## config.mk

```make
export PLATFORM = sky130hd
export DESIGN_NAME = formatter_sched
export DESIGN_NICKNAME = d
export VERILOG_FILES = /design/src/rtl/formatter_sched.sv
export SDC_FILE = /design/constraint.sdc
export NUM_CORES = 1
export LEC_CHECK = 0
export CORE_ASPECT_RATIO = 2
export CORE_UTILIZATION = 51
export DETAILED_ROUTE_END_ITERATION = 8
export PLACE_DENSITY = 0.79
export SYNTH_ARGS = -nofsm -noshare
export SYNTH_HDL_FRONTEND = slang
export SYNTH_SLANG_ARGS = --single-unit
```

## constraint.sdc

```tcl
create_clock -name clk_i -period 4.27 [get_ports clk_i]
set_input_delay 1.281 -clock clk_i [delete_from_list [all_inputs] [get_ports clk_i]]
set_output_delay 1.281 -clock clk_i [all_outputs]
set_load 0.01 [all_outputs]
```

## src/rtl/formatter_sched.sv

```systemverilog
// Round-robin burst scheduler for an 8:1 formatter mux. A channel keeps the
// mux for up to MAX_BURST words before the grant rotates to the next eligible one.
module formatter_sched #(
  parameter int MAX_BURST = 4
) (
  input  logic       clk_i,
  input  logic       rst_i,
  input  logic [7:0] req_i,
  input  logic [7:0] mask_i,
  input  logic       hold_i,
  output logic [2:0] sel_o,
  output logic [7:0] ack_o,
  output logic       out_valid_o,
  output logic [2:0] out_src_o,
  output logic       busy_o
);

  localparam int BW = (MAX_BURST > 1) ? $clog2(MAX_BURST) : 1;
  localparam logic [BW-1:0] BCNT_END = BW'(MAX_BURST - 1);

  typedef enum logic {IDLE, GRANT} state_t;

  state_t          state_q, state_d;
  logic [2:0]      sel_q, sel_d;
  logic [2:0]      last_q, last_d;
  logic [BW-1:0]   bcnt_q, bcnt_d;
  logic            ov_q, ov_d;
  logic [2:0]      src_q, src_d;
  logic            busy_q, busy_d;
  logic [7:0]      elig;
  logic            xfer;
  logic [2:0]      arb_from, arb_pick;

  // First eligible channel in order p+1 .. p+8; p itself is checked last,
  // so the current owner only re-wins when nobody else is waiting.
  function automatic logic [2:0] pick(input logic [2:0] p, input logic [7:0] e);
    logic [2:0] r, c;
    logic       found;
    r     = p;
    found = 1'b0;
    for (int k = 1; k <= 8; k++) begin
      c = p + 3'(k);
      if (!found && e[c]) begin
        r     = c;
        found = 1'b1;
      end
    end
    return r;
  endfunction

  always_comb begin
    elig     = req_i & mask_i;
    xfer     = (state_q == GRANT) && elig[sel_q] && !hold_i && !rst_i;
    ack_o    = '0;
    if (xfer) ack_o[sel_q] = 1'b1;
    arb_from = (state_q == IDLE) ? last_q : sel_q;
    arb_pick = pick(arb_from, elig);

    state_d  = state_q;
    sel_d    = sel_q;
    last_d   = last_q;
    bcnt_d   = bcnt_q;
    ov_d     = xfer;
    src_d    = xfer ? sel_q : src_q;

    unique case (state_q)
      IDLE: begin
        if (|elig) begin
          state_d = GRANT;
          sel_d   = arb_pick;
          bcnt_d  = '0;
        end
      end
      GRANT: begin
        // Everything freezes under backpressure.
        if (!hold_i) begin
          if (elig[sel_q] && bcnt_q != BCNT_END) begin
            bcnt_d = bcnt_q + BW'(1);
          end else begin
            // Burst end or dropped request: rearbitrate on this same edge.
            last_d = sel_q;
            bcnt_d = '0;
            if (|elig) sel_d = arb_pick;
            else       state_d = IDLE;
          end
        end
      end
      default: state_d = IDLE;
    endcase

    busy_d = (state_d == GRANT);
  end

  always_ff @(posedge clk_i) begin
    if (rst_i) begin
      state_q <= IDLE;
      sel_q   <= 3'd0;
      last_q  <= 3'd7;
      bcnt_q  <= '0;
      ov_q    <= 1'b0;
      src_q   <= 3'd0;
      busy_q  <= 1'b0;
    end else begin
      state_q <= state_d;
      sel_q   <= sel_d;
      last_q  <= last_d;
      bcnt_q  <= bcnt_d;
      ov_q    <= ov_d;
      src_q   <= src_d;
      busy_q  <= busy_d;
    end
  end

  assign sel_o       = sel_q;
  assign out_valid_o = ov_q;
  assign out_src_o   = src_q;
  assign busy_o      = busy_q;

endmodule

```

==> run metrics <==
run status finished, violations left; failing checks setup timing; Final Critical Period around 4.3 ns; leading area contributor after synthesis sky130_fd_sc_hd__dfxtp_1; FF+latch count, synth 13; synthesized instance count ~190; cell with the most instances after synthesis sky130_fd_sc_hd__nand2_1; count of hold-fix buffers inserted at cts 0; Syn Area/Cell between 8 and 9 µm²; data arrival at the endpoint of the critical path approximately 3.0 ns; TritonCTS clock tree built; launch instance of the worst register-to-register path busy_o$_SDFF_PP0_; start-to-end type of the worst setup path primary input to output port; total setup violations reported at the end of the flow 1; Tightest Hold Check Type flip-flop to flip-flop; worst path setup slack after routing -0.0314 ns; floorplan row count 28; GR Overflow Total 0; number of max-slew violations in the final report 0; maximum clock frequency 232 MHz; crit share post-route 101%; DIE HEIGHT approximately 80 µm; post-detailed-route DRC marker count 0; Layout Skew slightly above 0.002 ns; drt via density around 6.4; Leakage about 0.94 nW; depth of the CTS H-tree 1; clk slew on worst S/H paths 0.05 ns; Slew @ Worst Pin between 0.6 and 0.7 ns; vias in the first global route 1762; area of placed instances ~0.0021 mm²; number of I/O port buffers 34; Main synth FF type sky130_fd_sc_hd__dfxtp_1; most used standard cells in the synthesized netlist sky130_fd_sc_hd__nand2_1, sky130_fd_sc_hd__nor2_1, sky130_fd_sc_hd__mux2i_1; average wire length per cell after detail routing 19.1 µm; total track usage 32.8%; biggest area contributors in the synthesized netlist sky130_fd_sc_hd__dfxtp_1, sky130_fd_sc_hd__mux2i_1, sky130_fd_sc_hd__mux4_2, sky130_fd_sc_hd__nand2_1, sky130_fd_sc_hd__nor2_1; CTS root buffer sky130_fd_sc_hd__clkbuf_8; number of sinks handled by clock tree synthesis 13; number of enable flip-flop cells after synthesis 0; placeable core area 0.00294 mm²; crit path launch type primary input; count of TritonRoute iterations in the first routing pass 6; pre-CTS setup slack -1.02 ns; post-detail-place hpwl ~3.7 mm; First DRT Iteration DRCs 61; die span in x 41.4 µm; number of maximum-capacitance violations 0; maximum number of pins on one net before global-route repair 16; final standard cell utilization of the core 75.6%; clk_lat worst skew between 0.2 and 0.25 ns; critical path data required time 2.99 ns; Syn Nets approximately 210; async set or reset register ratio after synthesis 0%; global placer's final weighted congestion between 0.7 and 0.8; vias post-DR ~1800; Netlist Area Pre-Place approximately 0.0016 mm²; die footprint 0.00334 mm²; sequential share of the synthesized area between 10% and 20%; Final Hold Vio Count 0; I/O pins 35; Worst Hold Slack 0.495 ns; fin nets around 270; R2R setup slack approximately 0.8 ns; max-slew headroom at the worst pin 59.2%; post-route standard cell area excluding fillers approximately 0.0022 mm²; P per Cell Area about 600 mW/mm²; routed wire length ~5.3 mm; Num CTS Buffers 3; RSZ-0062 raised after global routing true; starting density of the core 53.7%; total inserted antenna cells 0; critical hold path startpoint out_src_o[1]$_SDFFE_PP0P_; endpoint kind of the worst setup timing path output port; Distinct cells, synth between 40 and 50; count of nets left with antenna violations after detail routing 0; area share of the leading cell type in the synthesized netlist 16.5%; global-route wire length before repair approximately 7.7 mm; share of final-layout standard cells stronger than drive strength 1 ~38%; largest voltage drop on the vdd net between 400 and 500 µV; highest net fanout along the worst path 4; synthesis-to-finish area growth 40.7%; Yosys warnings 0; initial antenna violation count 0; critical path launch point mask_i[5]; Clock Path Buffers 2
==> logic make-up after synthesis <==
kind of cell	synth area share, %
xor gates and xnor gates	3.32
buffers and inverters	4.90
DFF	16.5
AOI/OAI and AO/OA	16.9
and+or+nand+nor	24.3
adders and majority gates	2.37
muxes	31.8
==> per-layer routing <==
layer  global-route usage [%]  vias to the layer above  share of wire (%)
met5                        0                        -                  0
met4                     13.9                        0                4.5
met3                     3.01                       21                3.1
met2                     62.2                       79                 57
met1                     31.9                      851                 35
li1                         -                      822                  -
==> registers in the layout (all words and copies together) (netlist names) <==
name and cells:
busy_o 1, bcnt_q 2, last_q 3, out_valid_o 1, sel_o 3, out_src_o 3
==> final cells by class <==
class                      instances  area [µm²]
inverter                           8        37.5
fill                             204         717
sequential                        13         260
timing repair buffer              63         502
multi-input combinational        160        1340
clock buffer                       4        45.0
tap                               30        37.5
==> where the power goes <==
| group | leakage (nW) | switching (mW) | internal (mW) | total, mW |
|---|---|---|---|---|
| sequential | 0.107 | 0.0281 | 0.144 | 0.172 |
| combinational | 0.813 | 0.570 | 0.457 | 1.03 |
| clock | 0.0228 | 0.0432 | 0.0658 | 0.109 |
| total | 0.942 | 0.641 | 0.667 | 1.31 |
==> worst paths after layout <==
| kind | to | cells past startpoint |
|---|---|---|
| max | ack_o[4] | 9 |
| min | out_src_o[1]$_SDFFE_PP0P_ | 2 |
| max reg2reg | sel_o[1]$_SDFFE_PP0P_ | 9 |
| min reg2reg | out_src_o[1]$_SDFFE_PP0P_ | 2 |
==> stage by stage <==
stage	TNS, ns	total power [mW]	cells
3_5_place_dp	-7.90	1.12	262
3_3_place_gp	-7.83	1.09	262
5_1_grt	-0.381	1.39	278
6_report	-0.0314	1.31	278
2_1_floorplan	0	0.889	189
4_1_cts	0	1.25	278
==> placed cells by master (no fill, tap or decap), drive strengths merged <==
| cell | count |
|---|---|
| ha | 3 |
| buf | 45 |
| o2bb2ai | 2 |
| a21oi | 10 |
| a32oi | 2 |
| nor3b | 6 |
| nand3b | 4 |
| nor4 | 1 |
| or2 | 1 |
| nor2 | 23 |
| a22o | 1 |
| nand3 | 3 |
| o221ai | 3 |
| mux4 | 6 |
| and2 | 2 |
| xnor2 | 6 |
| nand2b | 4 |
| o311ai | 2 |
| nand4 | 3 |
| o22ai | 1 |
| inv | 8 |
| o31ai | 1 |
| a31oi | 4 |
| dfxtp | 13 |
| o21ai | 8 |
| nor3 | 6 |
| a22oi | 2 |
| mux2i | 21 |
| nand2 | 23 |
| a221oi | 2 |
| clkdlybuf4s50 | 14 |
| clkbuf | 8 |
| mux2 | 10 |
==> timing repair <==
| item | CTS | global route |
|---|---|---|
| pin swaps | 8 | 10 |
| resized for setup | 65 | 30 |
| endpoints found under the setup margin | 8 | 11 |
| buffers inserted | 12 | 0 |
==> worst max-delay path: stages <==
cell                       delay (ns)
sky130_fd_sc_hd__buf_6           0.08
sky130_fd_sc_hd__nand2_4         0.04
sky130_fd_sc_hd__mux2_4          0.26
sky130_fd_sc_hd__mux4_2          0.53
sky130_fd_sc_hd__nor4_4          0.25
sky130_fd_sc_hd__buf_4           0.19
sky130_fd_sc_hd__nand2b_4        0.07
sky130_fd_sc_hd__nor3b_2         0.17
sky130_fd_sc_hd__buf_2           0.15
(Power assumes the default switching activity.)
